[src/rtl/cc_tag_ctrl.sv]
`default_nettype none
// ============================================================================
// Module   : cc_tag_ctrl
// Purpose  : Tag-array write-port sequencer for the 8-way icache. It handles
//            the init sweep, arbitrates fills and invalidates, and reports
//            eviction and status.
// Revision : 1.0
// ============================================================================
module cc_tag_ctrl #(
    parameter int SET_BITS = 7,
    parameter int WAYS     = 8,
    parameter int PADDR_W  = 37
) (
    input  logic                       clk,
    input  logic                       rst,
    input  logic                       init_req,
    input  logic                       fill_req,
    input  logic [PADDR_W-1:0]         fill_addr,
    output logic                       fill_ack,
    input  logic                       inv_req,
    input  logic [PADDR_W-1:0]         inv_addr,
    output logic                       inv_ack,
    output logic [PADDR_W-1:0]         tag_write_addr,
    output logic                       tag_write_wen,
    output logic                       tag_invalidate,
    output logic                       tag_init,
    input  logic [WAYS-1:0]            way_write_hit,
    input  logic [WAYS-1:0]            way_exp_en,
    input  logic [WAYS*PADDR_W-1:0]    way_expun_addr,
    output logic                       evict_valid,
    output logic [PADDR_W-1:0]         evict_addr,
    output logic                       inv_done,
    output logic                       inv_hit,
    output logic                       err_no_victim,
    output logic                       err_multi,
    output logic                       init_busy
);

    typedef enum logic [2:0] {
        ST_INIT  = 3'd0,
        ST_DRAIN = 3'd1,
        ST_IDLE  = 3'd2,
        ST_ISSUE = 3'd3,
        ST_CHECK = 3'd4
    } state_t;

    localparam logic [SET_BITS:0] c_CNT_ONE = {{SET_BITS{1'b0}}, 1'b1};
    localparam logic [WAYS-1:0]   c_WAY_ONE = {{(WAYS-1){1'b0}}, 1'b1};

    state_t               r_state, w_state_nxt;
    logic [SET_BITS:0]    r_set_cnt, w_set_cnt_nxt, w_set_cnt_inc;
    logic                 r_drain, w_drain_nxt;
    logic                 r_init_pend, w_init_pend_nxt;
    logic                 r_op_inv, w_op_inv_nxt;
    logic [PADDR_W-1:0]   r_op_addr, w_op_addr_nxt;

    logic                 w_fill_ack, w_inv_ack;
    logic [PADDR_W-1:0]   w_tag_addr;
    logic                 w_wen, w_inval, w_init, w_busy;

    logic [PADDR_W-1:0]   w_way_addr [WAYS];
    logic                 w_any_hit, w_multi_hit, w_sel_exp;
    logic [PADDR_W-1:0]   w_sel_addr;

    logic                 r_evict_valid, r_inv_done, r_inv_hit;
    logic                 r_err_no_victim, r_err_multi;
    logic [PADDR_W-1:0]   r_evict_addr;

    genvar gi;
    generate
        for (gi = 0; gi < WAYS; gi++) begin : g_way
            assign w_way_addr[gi] = way_expun_addr[gi*PADDR_W +: PADDR_W];
        end
    endgenerate

    assign w_set_cnt_inc = r_set_cnt + c_CNT_ONE;
    assign w_any_hit     = |way_write_hit;
    // Clearing the lowest set bit leaves something only if two or more ways hit.
    assign w_multi_hit   = |(way_write_hit & (way_write_hit - c_WAY_ONE));

    // OR-select is exact whenever a single way hits; other cases are errors.
    always_comb begin
        w_sel_exp  = 1'b0;
        w_sel_addr = '0;
        for (int w = 0; w < WAYS; w++) begin
            if (way_write_hit[w]) begin
                w_sel_exp  = w_sel_exp | way_exp_en[w];
                w_sel_addr = w_sel_addr | w_way_addr[w];
            end
        end
    end

    always_comb begin
        w_state_nxt     = r_state;
        w_set_cnt_nxt   = r_set_cnt;
        w_drain_nxt     = r_drain;
        w_init_pend_nxt = r_init_pend;
        w_op_inv_nxt    = r_op_inv;
        w_op_addr_nxt   = r_op_addr;
        w_fill_ack      = 1'b0;
        w_inv_ack       = 1'b0;
        w_tag_addr      = '0;
        w_wen           = 1'b0;
        w_inval         = 1'b0;
        w_init          = 1'b0;
        w_busy          = 1'b0;
        case (r_state)
            ST_INIT: begin
                w_init        = 1'b1;
                w_busy        = 1'b1;
                w_tag_addr    = PADDR_W'(r_set_cnt[SET_BITS-1:0]);
                w_set_cnt_nxt = w_set_cnt_inc;
                if (w_set_cnt_inc[SET_BITS]) begin
                    w_state_nxt = ST_DRAIN;
                    w_drain_nxt = 1'b0;
                end
            end
            ST_DRAIN: begin
                w_busy      = 1'b1;
                w_drain_nxt = 1'b1;
                if (r_drain) begin
                    w_state_nxt = ST_IDLE;
                end
            end
            ST_IDLE: begin
                if (init_req || r_init_pend) begin
                    w_state_nxt     = ST_INIT;
                    w_set_cnt_nxt   = '0;
                    w_init_pend_nxt = 1'b0;
                end else if (inv_req) begin
                    w_inv_ack     = 1'b1;
                    w_op_inv_nxt  = 1'b1;
                    w_op_addr_nxt = inv_addr;
                    w_state_nxt   = ST_ISSUE;
                end else if (fill_req) begin
                    w_fill_ack    = 1'b1;
                    w_op_inv_nxt  = 1'b0;
                    w_op_addr_nxt = fill_addr;
                    w_state_nxt   = ST_ISSUE;
                end
            end
            ST_ISSUE: begin
                w_tag_addr  = r_op_addr;
                w_wen       = ~r_op_inv;
                w_inval     = r_op_inv;
                w_state_nxt = ST_CHECK;
                if (init_req) begin
                    w_init_pend_nxt = 1'b1;
                end
            end
            ST_CHECK: begin
                w_state_nxt = ST_IDLE;
                if (init_req) begin
                    w_init_pend_nxt = 1'b1;
                end
            end
            default: begin
                w_state_nxt   = ST_INIT;
                w_set_cnt_nxt = '0;
            end
        endcase
    end

    // The tag arrays update on the falling edge, so this block does too.
    always_ff @(negedge clk) begin
        if (rst) begin
            r_state     <= ST_INIT;
            r_set_cnt   <= '0;
            r_drain     <= 1'b0;
            r_init_pend <= 1'b0;
            r_op_inv    <= 1'b0;
            r_op_addr   <= '0;
        end else begin
            r_state     <= w_state_nxt;
            r_set_cnt   <= w_set_cnt_nxt;
            r_drain     <= w_drain_nxt;
            r_init_pend <= w_init_pend_nxt;
            r_op_inv    <= w_op_inv_nxt;
            r_op_addr   <= w_op_addr_nxt;
        end
    end

    always_ff @(negedge clk) begin
        if (rst) begin
            r_evict_valid   <= 1'b0;
            r_evict_addr    <= '0;
            r_inv_done      <= 1'b0;
            r_inv_hit       <= 1'b0;
            r_err_no_victim <= 1'b0;
            r_err_multi     <= 1'b0;
        end else begin
            r_evict_valid   <= 1'b0;
            r_evict_addr    <= '0;
            r_inv_done      <= 1'b0;
            r_inv_hit       <= 1'b0;
            r_err_no_victim <= 1'b0;
            r_err_multi     <= 1'b0;
            if (r_state == ST_CHECK) begin
                if (r_op_inv) begin
                    r_inv_done  <= 1'b1;
                    r_inv_hit   <= w_any_hit;
                    r_err_multi <= w_multi_hit;
                end else if (!w_any_hit) begin
                    r_err_no_victim <= 1'b1;
                end else if (w_multi_hit) begin
                    r_err_multi <= 1'b1;
                end else begin
                    r_evict_valid <= w_sel_exp;
                    r_evict_addr  <= w_sel_exp ? w_sel_addr : '0;
                end
            end
        end
    end

    assign fill_ack       = w_fill_ack;
    assign inv_ack        = w_inv_ack;
    assign tag_write_addr = w_tag_addr;
    assign tag_write_wen  = w_wen;
    assign tag_invalidate = w_inval;
    assign tag_init       = w_init;
    assign init_busy      = w_busy;
    assign evict_valid    = r_evict_valid;
    assign evict_addr     = r_evict_addr;
    assign inv_done       = r_inv_done;
    assign inv_hit        = r_inv_hit;
    assign err_no_victim  = r_err_no_victim;
    assign err_multi      = r_err_multi;

endmodule
`default_nettype wire
[config.mk]
export PLATFORM = sky130hd
export DESIGN_NAME = cc_tag_ctrl
export DESIGN_NICKNAME = d
export VERILOG_FILES = /design/src/rtl/cc_tag_ctrl.sv
export SDC_FILE = /design/constraint.sdc
export NUM_CORES = 1
export LEC_CHECK = 0
export CAP_MARGIN = 20
export CORE_AREA = 2 2 184 186
export CTS_CLUSTER_SIZE = 14
export DETAILED_ROUTE_END_ITERATION = 10
export DIE_AREA = 0 0 186 188
export GPL_TIMING_DRIVEN = 0
export MAX_ROUTING_LAYER = met4
export PLACE_DENSITY = 0.48
export SYNTH_ARGS = -nofsm -noshare
export SYNTH_HDL_FRONTEND = slang
export SYNTH_SLANG_ARGS = --single-unit
[constraint.sdc]
create_clock -name clk -period 2 [get_ports clk]
set_input_delay 0.5 -clock clk [delete_from_list [all_inputs] [get_ports clk]]
set_output_delay 0.5 -clock clk [all_outputs]
set_load 0.01 [all_outputs]
==> run summary, run 1 <==
The run gives 0.0150 ns as the worst setup skew after layout. The number of I/O pins was 476. The worst register-to-register path ends at evict_addr[22]. After synthesis the netlist holds a flip-flop and latch count of 93. Launching element type of the critical path: a flop. The relative area change from synthesis to final layout is 133%.

The initialized floorplan defines 67 standard-cell rows. The number of H-tree branching levels came out at 3. The share of final-layout standard cells stronger than drive strength 1 was 28.3%. For this run, design rule violations remaining after detail routing come to 0. The library cell used most frequently in the layout, excluding fill and tap cells, is clkdlybuf4s50_1. In the layout the commonest cells are 378 x clkdlybuf4s50_1, 99 x buf_6, 95 x inv_1, 75 x a22oi_1. For the pin with the worst max-slew slack, the measured transition is 0.942 ns. Final hold analysis gives a worst-case slack of 0.467 ns. The tool flagged a number of max-cap violations equal to 0. The critical path is of the flop to output pin type. The arrival time at the worst endpoint is 2.77 ns. At the later pin of the worst-skew pair, clock insertion delay measures 0.43 ns. The post-route worst setup slack is -1.27 ns, and the initial cell density of the core is 16.8%.

Counting distinct cell types in the post-synthesis netlist gives 42. Entering global routing, the biggest net connects 18 pins. Element type at the critical path end: an output pin. The count of buffers added on input and output ports is 469.

The number of antenna violations at the first check in global routing was 12. The average via count per standard cell is 4.65, and the leftover overflow at the end of global routing is 0. At the placement stage, the worst setup path has a slack of -3.01 ns.

In this run the horizontal extent of the chip is 186 um. Primary flip-flop cell chosen by synthesis mapping: dfxtp_1. The via count of the first global-routing pass is 8211. The type of the worst min-delay path is flop to flop. The worst-case vdd ir drop came out at 0.000470 V. Setup repair after global routing could not meet its margin everywhere. The average instance area after synthesis works out to 9.34 um2. For this run, the post-layout net count is 1611.

Global routing used 24.2% of the available tracks. The count of nets left with antenna violations once routing finished came out at 0. The hold violation count in the final report was 0; the synthesized netlist cell count was 594.

The synthesized netlist occupies a cell area of 5550 um2. After the first detailed-routing iteration, the DRC count stood at 352. The start point of the critical path is r_state[2]. For this run, the register share of the synthesized area comes to 33.6%.

During synthesis, Yosys emitted a total of 0 warnings. The maximum net fanout on the critical path is 3. The flow ran to the end, but the final reports show violations.

Setup violations remaining at the end of the flow were counted as 172. The checks that failed: setup timing. For the leakage component of the power, the log shows 5.32 nW. Headroom to the max-slew limit came out at 37.2%.

The logs give 986 for the number of nets produced by synthesis and 7830 for the via count. In this run the worst setup path terminates at fill_ack. In the final routed layout, each cell accounts on average for 25.3 um. Area of the placeable core: 33100 um2. The first-pass iteration count of the detailed router came out at 4. For the worst flop-to-flop path, the logic depth is 9. The clock-pin transition on the worst setup and hold timing paths was 0.03 ns; the final RePlAce weighted congestion was 0.925. After detailed routing, the total wire length is 42.6 mm.

The logs give 93 for the clock net sink count and 57.3 mm for the wire length of the first global-routing pass. TritonCTS built the clock tree. The number of hold buffers added after CTS was 0.

The root buffer selected by CTS is clkbuf_16. The logs give 2 for the number of buffers on the longest clock path and -0.48 ns for the worst setup slack for register-to-register paths. STA puts the critical path data required time at 1.50 ns. The tools report the number of CTS-inserted buffers as 9. The worst register-to-register path begins at r_state[0]. The floorplan step set the die height to 188 um. The placed wire-length estimate was 33.8 mm; the proportion of register bits with asynchronous set or reset after synthesis was 0%. The power density normalized to cell area came out at 474 nW/um2.

The total count of max-transition violations in the final report is 0. The die covers 35000 um2. In this run, synthesis inferred 0 flip-flops with an integrated enable.
## report_power, final
part	leakage, nW	switching (mW)	internal, mW	total [mW]
Combinational	3.89	0.627	0.917	1.54
Clock	0.656	1.44	1.26	2.70
Sequential	0.769	0.00787	1.87	1.88
Total	5.32	2.08	4.04	6.12
## critical path, cell delays in order, from the launching register on
cell,delay [ns]
dfxtp_2,0.31
buf_6,0.12
or3b_4,0.38
nor3_4,0.19
and3b_2,0.24
buf_6,0.10
## flip-flops by register name, indices dropped and copies added (netlist names)
name,flops
r_op_inv,1
err_no_victim,1
r_init_pend,1
r_op_addr,37
r_drain,1
err_multi,1
inv_done,1
evict_addr,37
evict_valid,1
r_state,3
inv_hit,1
r_set_cnt,8
## worst min-delay path by stage
stage                              from       endpoint  slack (ns)  depth (start not counted)
after floorplan            r_set_cnt[7]   r_set_cnt[7]        0.47                          2
after global placement     r_op_addr[4]   r_op_addr[4]        0.48                          2
after detailed placement   r_set_cnt[7]   r_set_cnt[7]        0.48                          2
after CTS                 r_op_addr[12]  r_op_addr[12]        0.49                          2
after global routing       r_set_cnt[7]   r_set_cnt[7]        0.48                          2
final                      r_set_cnt[7]   r_set_cnt[7]        0.47                          2
## cells in the mapped netlist (3+ instances only)
cell type,instances,area (um2)
buf_2,8,40.0
xor2_1,3,26.3
nand3_1,3,15.0
clkbuf_1,50,188
a211oi_1,40,300
o21ai_0,4,20.0
and2_1,34,213
a22oi_1,78,586
a21oi_1,7,35.0
buf_6,6,67.6
nor2_1,63,236
nor3_1,8,40.0
a221oi_1,37,324
and3_1,3,18.8
dfxtp_1,93,1860
nand2_1,4,15.0
inv_1,4,15.0
xnor2_1,5,43.8
nand4_1,3,18.8
a31oi_1,17,106
a31oi_4,20,425
mux2i_1,37,370
nand2b_1,3,18.8
a22o_1,44,385
nor3b_1,3,22.5
## layout make-up
cell class	count	area, um2
Fill cell	3379	20200
Timing Repair Buffer	525	5420
Multi-Input combinational cell	432	3740
Sequential cell	93	1910
Tap cell	448	561
Buffer	62	554
Clock inverter	100	444
Clock buffer	9	225
Antenna cell	13	32.5
Inverter	3	18.8
## stage by stage
stage / instance area, um2 / instances / setup TNS, ns / power, mW / util, %
6_report: 12900 / 1685 / -105.04 / 6.12 / 39.0
5_1_grt: 12900 / 1684 / -112.27 / 6.53 / 39.0
4_1_cts: 12800 / 1672 / -112.66 / 6.26 / 38.6
3_5_place_dp: 11200 / 1513 / -221.70 / 3.69 / 33.9
3_3_place_gp: 11200 / 1511 / -223.25 / 3.68 / 33.8
2_1_floorplan: 5930 / 594 / -88.09 / 2.64 / -
## metal layers
metal / part of all wire (%) / vias to the layer above / global-route usage [%]
met3: 8.6 / 52 / 7.57
met4: 1.8 / 0 / 8.24
met2: 52 / 402 / 41.5
met5: 0 / - / -
li1: - / 3617 / -
met1: 38 / 3759 / 26.2
## what timing repair did
action / 4_1_cts / 5_1_grt
setup endpoints to repair: 175 / 173
gates cloned: 8 / 0
setup buffers: 44 / 12
pin swaps: 18 / 15
gates resized for setup: 582 / 51
## kinds of logic after synthesis
kind of cell / count (synthesis) / synth area share [%]
AO/OA/AOI/OAI: 251 / 40.0
AND/OR/NAND/NOR: 133 / 12.2
flip-flops: 93 / 33.6
buffers and inverters: 69 / 5.66
multiplexers: 38 / 6.88
XOR/XNOR: 8 / 1.26
adder cells (fa/ha/maj): 2 / 0.406
No activity file was read; power rests on OpenSTA's default activity.
==> run 2, diff against run 1 <==
--- a/config.mk
+++ b/config.mk
@@ -6,13 +6,14 @@
 export NUM_CORES = 1
 export LEC_CHECK = 0
 export CAP_MARGIN = 20
-export CORE_AREA = 2 2 184 186
+export CORE_AREA = 2 2 187 189
 export CTS_CLUSTER_SIZE = 14
 export DETAILED_ROUTE_END_ITERATION = 10
-export DIE_AREA = 0 0 186 188
+export DIE_AREA = 0 0 189 191
+export DONT_BUFFER_PORTS = 1
 export GPL_TIMING_DRIVEN = 0
 export MAX_ROUTING_LAYER = met4
-export PLACE_DENSITY = 0.48
+export PLACE_DENSITY = 0.3
 export SYNTH_ARGS = -nofsm -noshare
 export SYNTH_HDL_FRONTEND = slang
 export SYNTH_SLANG_ARGS = --single-unit
==> run 2 against run 1 <==
Against the previous run:
- the run still ends with setup timing left
- worst hold slack improved by 0.0092 ns
- via count decreased by 18%
- worst setup slack improved by 0.062 ns
- register-to-register slack got worse by 0.12 ns
- clock power about the same
- combinational power decreased by 50%
- sequential power about the same
- utilization decreased by 13 points
- power decreased by 13%
- final area decreased by 32%
- non-clock buffer count decreased by 478
- cell count decreased by 28%
- critical endpoint is now tag_write_addr[0]
==> run summary, run 2 (synthesized netlist as in run 1, its figures left out) <==
The worst min-delay path endpoint is r_set_cnt[7]. The run gives 0 (unchanged) as the count of max-cap constraint violations. The hold violation count in the final report was 0 (unchanged); the arrival time at the worst endpoint was 2.70 ns (-0.07 ns). Post-route worst setup slack: -1.20 ns (+0.0617 ns). The tightest min-delay check is of the flop to flop type. The worst setup path is captured at an output pin. The die outline width came out at 189 um (+1.6%). The worst setup path is launched from a flop. The worst path buffer plus inverter count is 4 (+2), and the placed wire-length estimate is 29.8 mm (-12%). The worst hold path stage count is 2 (unchanged). Relative area change from synthesis to final layout: 58.2%. The maximum net fanout on the critical path works out to 7 (+4). The tools report the capture instance of the worst register-to-register path as evict_addr[28].

The number of antenna violations at the first check in global routing was 17 (+5). The slew at the pin closest to its max-slew limit is 0.947 ns (+0.00529 ns). The logs give 0 (unchanged) for the final antenna-violating net count and 3 (unchanged) for the number of H-tree branching levels. The filler-free cell count of the finished design is 1219 (-28%), and the area of combinational cells with multiple inputs is 4200 um2 (+12%). The port buffer count is 0 (-100%), and the total power after layout is 5.31 mW (-13%).

The run gives 68 (+1.5%) as the row count. The run gives 0.0257 ns (+0.0107 ns) as the worst setup skew after layout. The clock-pin transition on the worst setup and hold timing paths was 0.03 ns (about the same).

In the layout the commonest cells are 94 x inv_1, 77 x a22oi_1, 49 x dfxtp_1. The first-pass iteration count of the detailed router was 5 (+1); the worst-case headroom to the max-slew limit was 36.8% (-0.35 points). The wire length of the first global-routing pass was 50.9 mm (-11%).

The average via count per standard cell was 5.25 (+13%). The most common cell after layout, fill and taps aside is inv_1. The via count of the first global-routing pass came out at 6697 (-18%). The worst setup path is of the flop to output pin kind. By instance count, the cell type seen most on the critical path is buf_6. The origin of the worst min-delay path is r_set_cnt[7].

The hold slack was 0.476 ns (+0.00915 ns); the number of CTS-inserted buffers was 9 (unchanged). The slowest cell on the critical path was dfxtp_2. TritonCTS built the clock tree. The tools report the count of unresolved DRC violations after routing as 0 (unchanged).

The total routed wirelength is 39.1 mm (-8.3%), and the iteration-0 DRC count of the detailed router is 412 (+17%). The cell total after placement is 1049 (-31%). In this run the worst setup path begins at r_state[2]. The signal on the critical path passes through buf_6, buf_6, nor3b_4, buf_6, clkbuf_16, a22o_4. Grouping stages by cell kind, the critical path spends the most delay in buffers and inverters. In this run the critical register-to-register path is launched from r_state[1].

For the area taken by flip-flops and latches, the log shows 1930 um2 (+1.1%). The number of buffers on the longest clock path is 2 (unchanged). The checks that failed: setup timing. The stage delay of the slowest cell on the critical path came out at 0.31 ns (-0.07 ns). The die footprint is 36100 um2 (+3.2%), and the number of I/O pins is 476 (unchanged).

For the area of the placeable core, the log shows 34100 um2 (+3.0%). The run gives 0 (unchanged) as the leftover overflow at the end of global routing. The power density normalized to cell area was 605 nW/um2 (+28%); the final net count was 1134 (-30%).

For the placement-stage cell area, the log shows 6500 um2 (-42%). The total negative setup slack is -99.33 ns (+5.71 ns). For the worst setup slack for register-to-register paths, the log shows -0.60 ns (-0.12 ns). The run finished, with violations left. Maximum number of pins on one net before global-route repair: 20 (+2). The post-detailed-route wirelength per cell was 32.0 um (+27%); the clock latency on the worst-skew pair was 0.44 ns (about the same). Count of cells along the worst register-to-register path: 10 (+1). The tools report the post-route core utilization as 25.7% (-13 points). Data required time at the worst endpoint: 1.50 ns (about the same).

Global routing usage summed across all routing layers: 20.9% (-3.3 points). For the initial cell density of the core, the log shows 16.3% (-0.49 points). The cell sitting at the root of the clock tree is a clkbuf_16. The final RePlAce weighted congestion was 0.968 (+4.6%). The logs give 3678 (+8.8%) for the number of fillers in the final layout and 8780 um2 (-32%) for the post-route cell area. Setup repair after global routing could not meet its margin everywhere. The leakage component of the power came out at 3.45 nW (-35%).

For the total count of max-transition violations in the final report, the log shows 0 (unchanged). The die extent in y is 191 um (+1.6%), and the share of final-layout standard cells stronger than drive strength 1 is 44.3% (+16 points). The run gives 93 (unchanged) as the clock net sink count.

For the worst slack after detailed placement, the log shows -2.66 ns (+0.351 ns). The tools report the via count as 6405 (-18%). The worst-case vdd ir drop was 0.000384 V (-18%).

The setup violation total in the final timing report was 171 (-0.58%).
run 2: power by group:
group	internal (mW)	total (mW)	switching, mW
Sequential	1.86	1.87	0.00886
Combinational	0.281	0.773	0.492
Clock	1.16	2.67	1.51
run 2: layout make-up:
class | count | area share (%)
Multi-Input combinational cell | 433 | 47.9
Sequential cell | 93 | 22.0
Buffer | 62 | 7.68
Timing Repair Buffer | 47 | 7.64
Tap cell | 455 | 6.49
Clock inverter | 100 | 5.05
Clock buffer | 9 | 2.57
Antenna cell | 17 | 0.485
Inverter | 3 | 0.157
run 2: worst max path at each step:
stage,slack (ns),to,cells past startpoint
2_1_floorplan,-1.07,evict_addr[35],7
3_3_place_gp,-2.63,evict_addr[11],5
3_5_place_dp,-2.66,evict_addr[11],5
4_1_cts,-1.30,fill_ack,4
5_1_grt,-1.29,fill_ack,4
6_report,-1.20,tag_write_addr[0],6
run 2: tightest hold or removal path, cell delays in order (launching register included):
cell,delay (ns)
dfxtp_1,0.31
o21ai_2,0.05
a21oi_1,0.06
run 2: layer usage:
metal | wire [um] | global-route usage (%) | vias to the layer above
li1 | - | - | 2671
met1 | 14100 | 21.3 | 3219
met2 | 19300 | 33.3 | 433
met3 | 4290 | 11.2 | 82
met4 | 1340 | 9.34 | 0
met5 | 0 | - | -
run 2: timing repair:
action / CTS / global route
pin swaps: 18 / 32
buffers inserted: 27 / 14
setup endpoints to repair: 170 / 172
gates resized for setup: 187 / 91
gates cloned: 12 / 2
hold buffers: 0 / 0
==> run 3, diff against run 2 <==
--- a/config.mk
+++ b/config.mk
@@ -11,6 +11,7 @@
 export DETAILED_ROUTE_END_ITERATION = 10
 export DIE_AREA = 0 0 189 191
 export DONT_BUFFER_PORTS = 1
+export GPL_ROUTABILITY_DRIVEN = 0
 export GPL_TIMING_DRIVEN = 0
 export MAX_ROUTING_LAYER = met4
 export PLACE_DENSITY = 0.3
==> results of run 3 <==
Same layout as run 2: the final DEF is identical, and so are final timing and power.
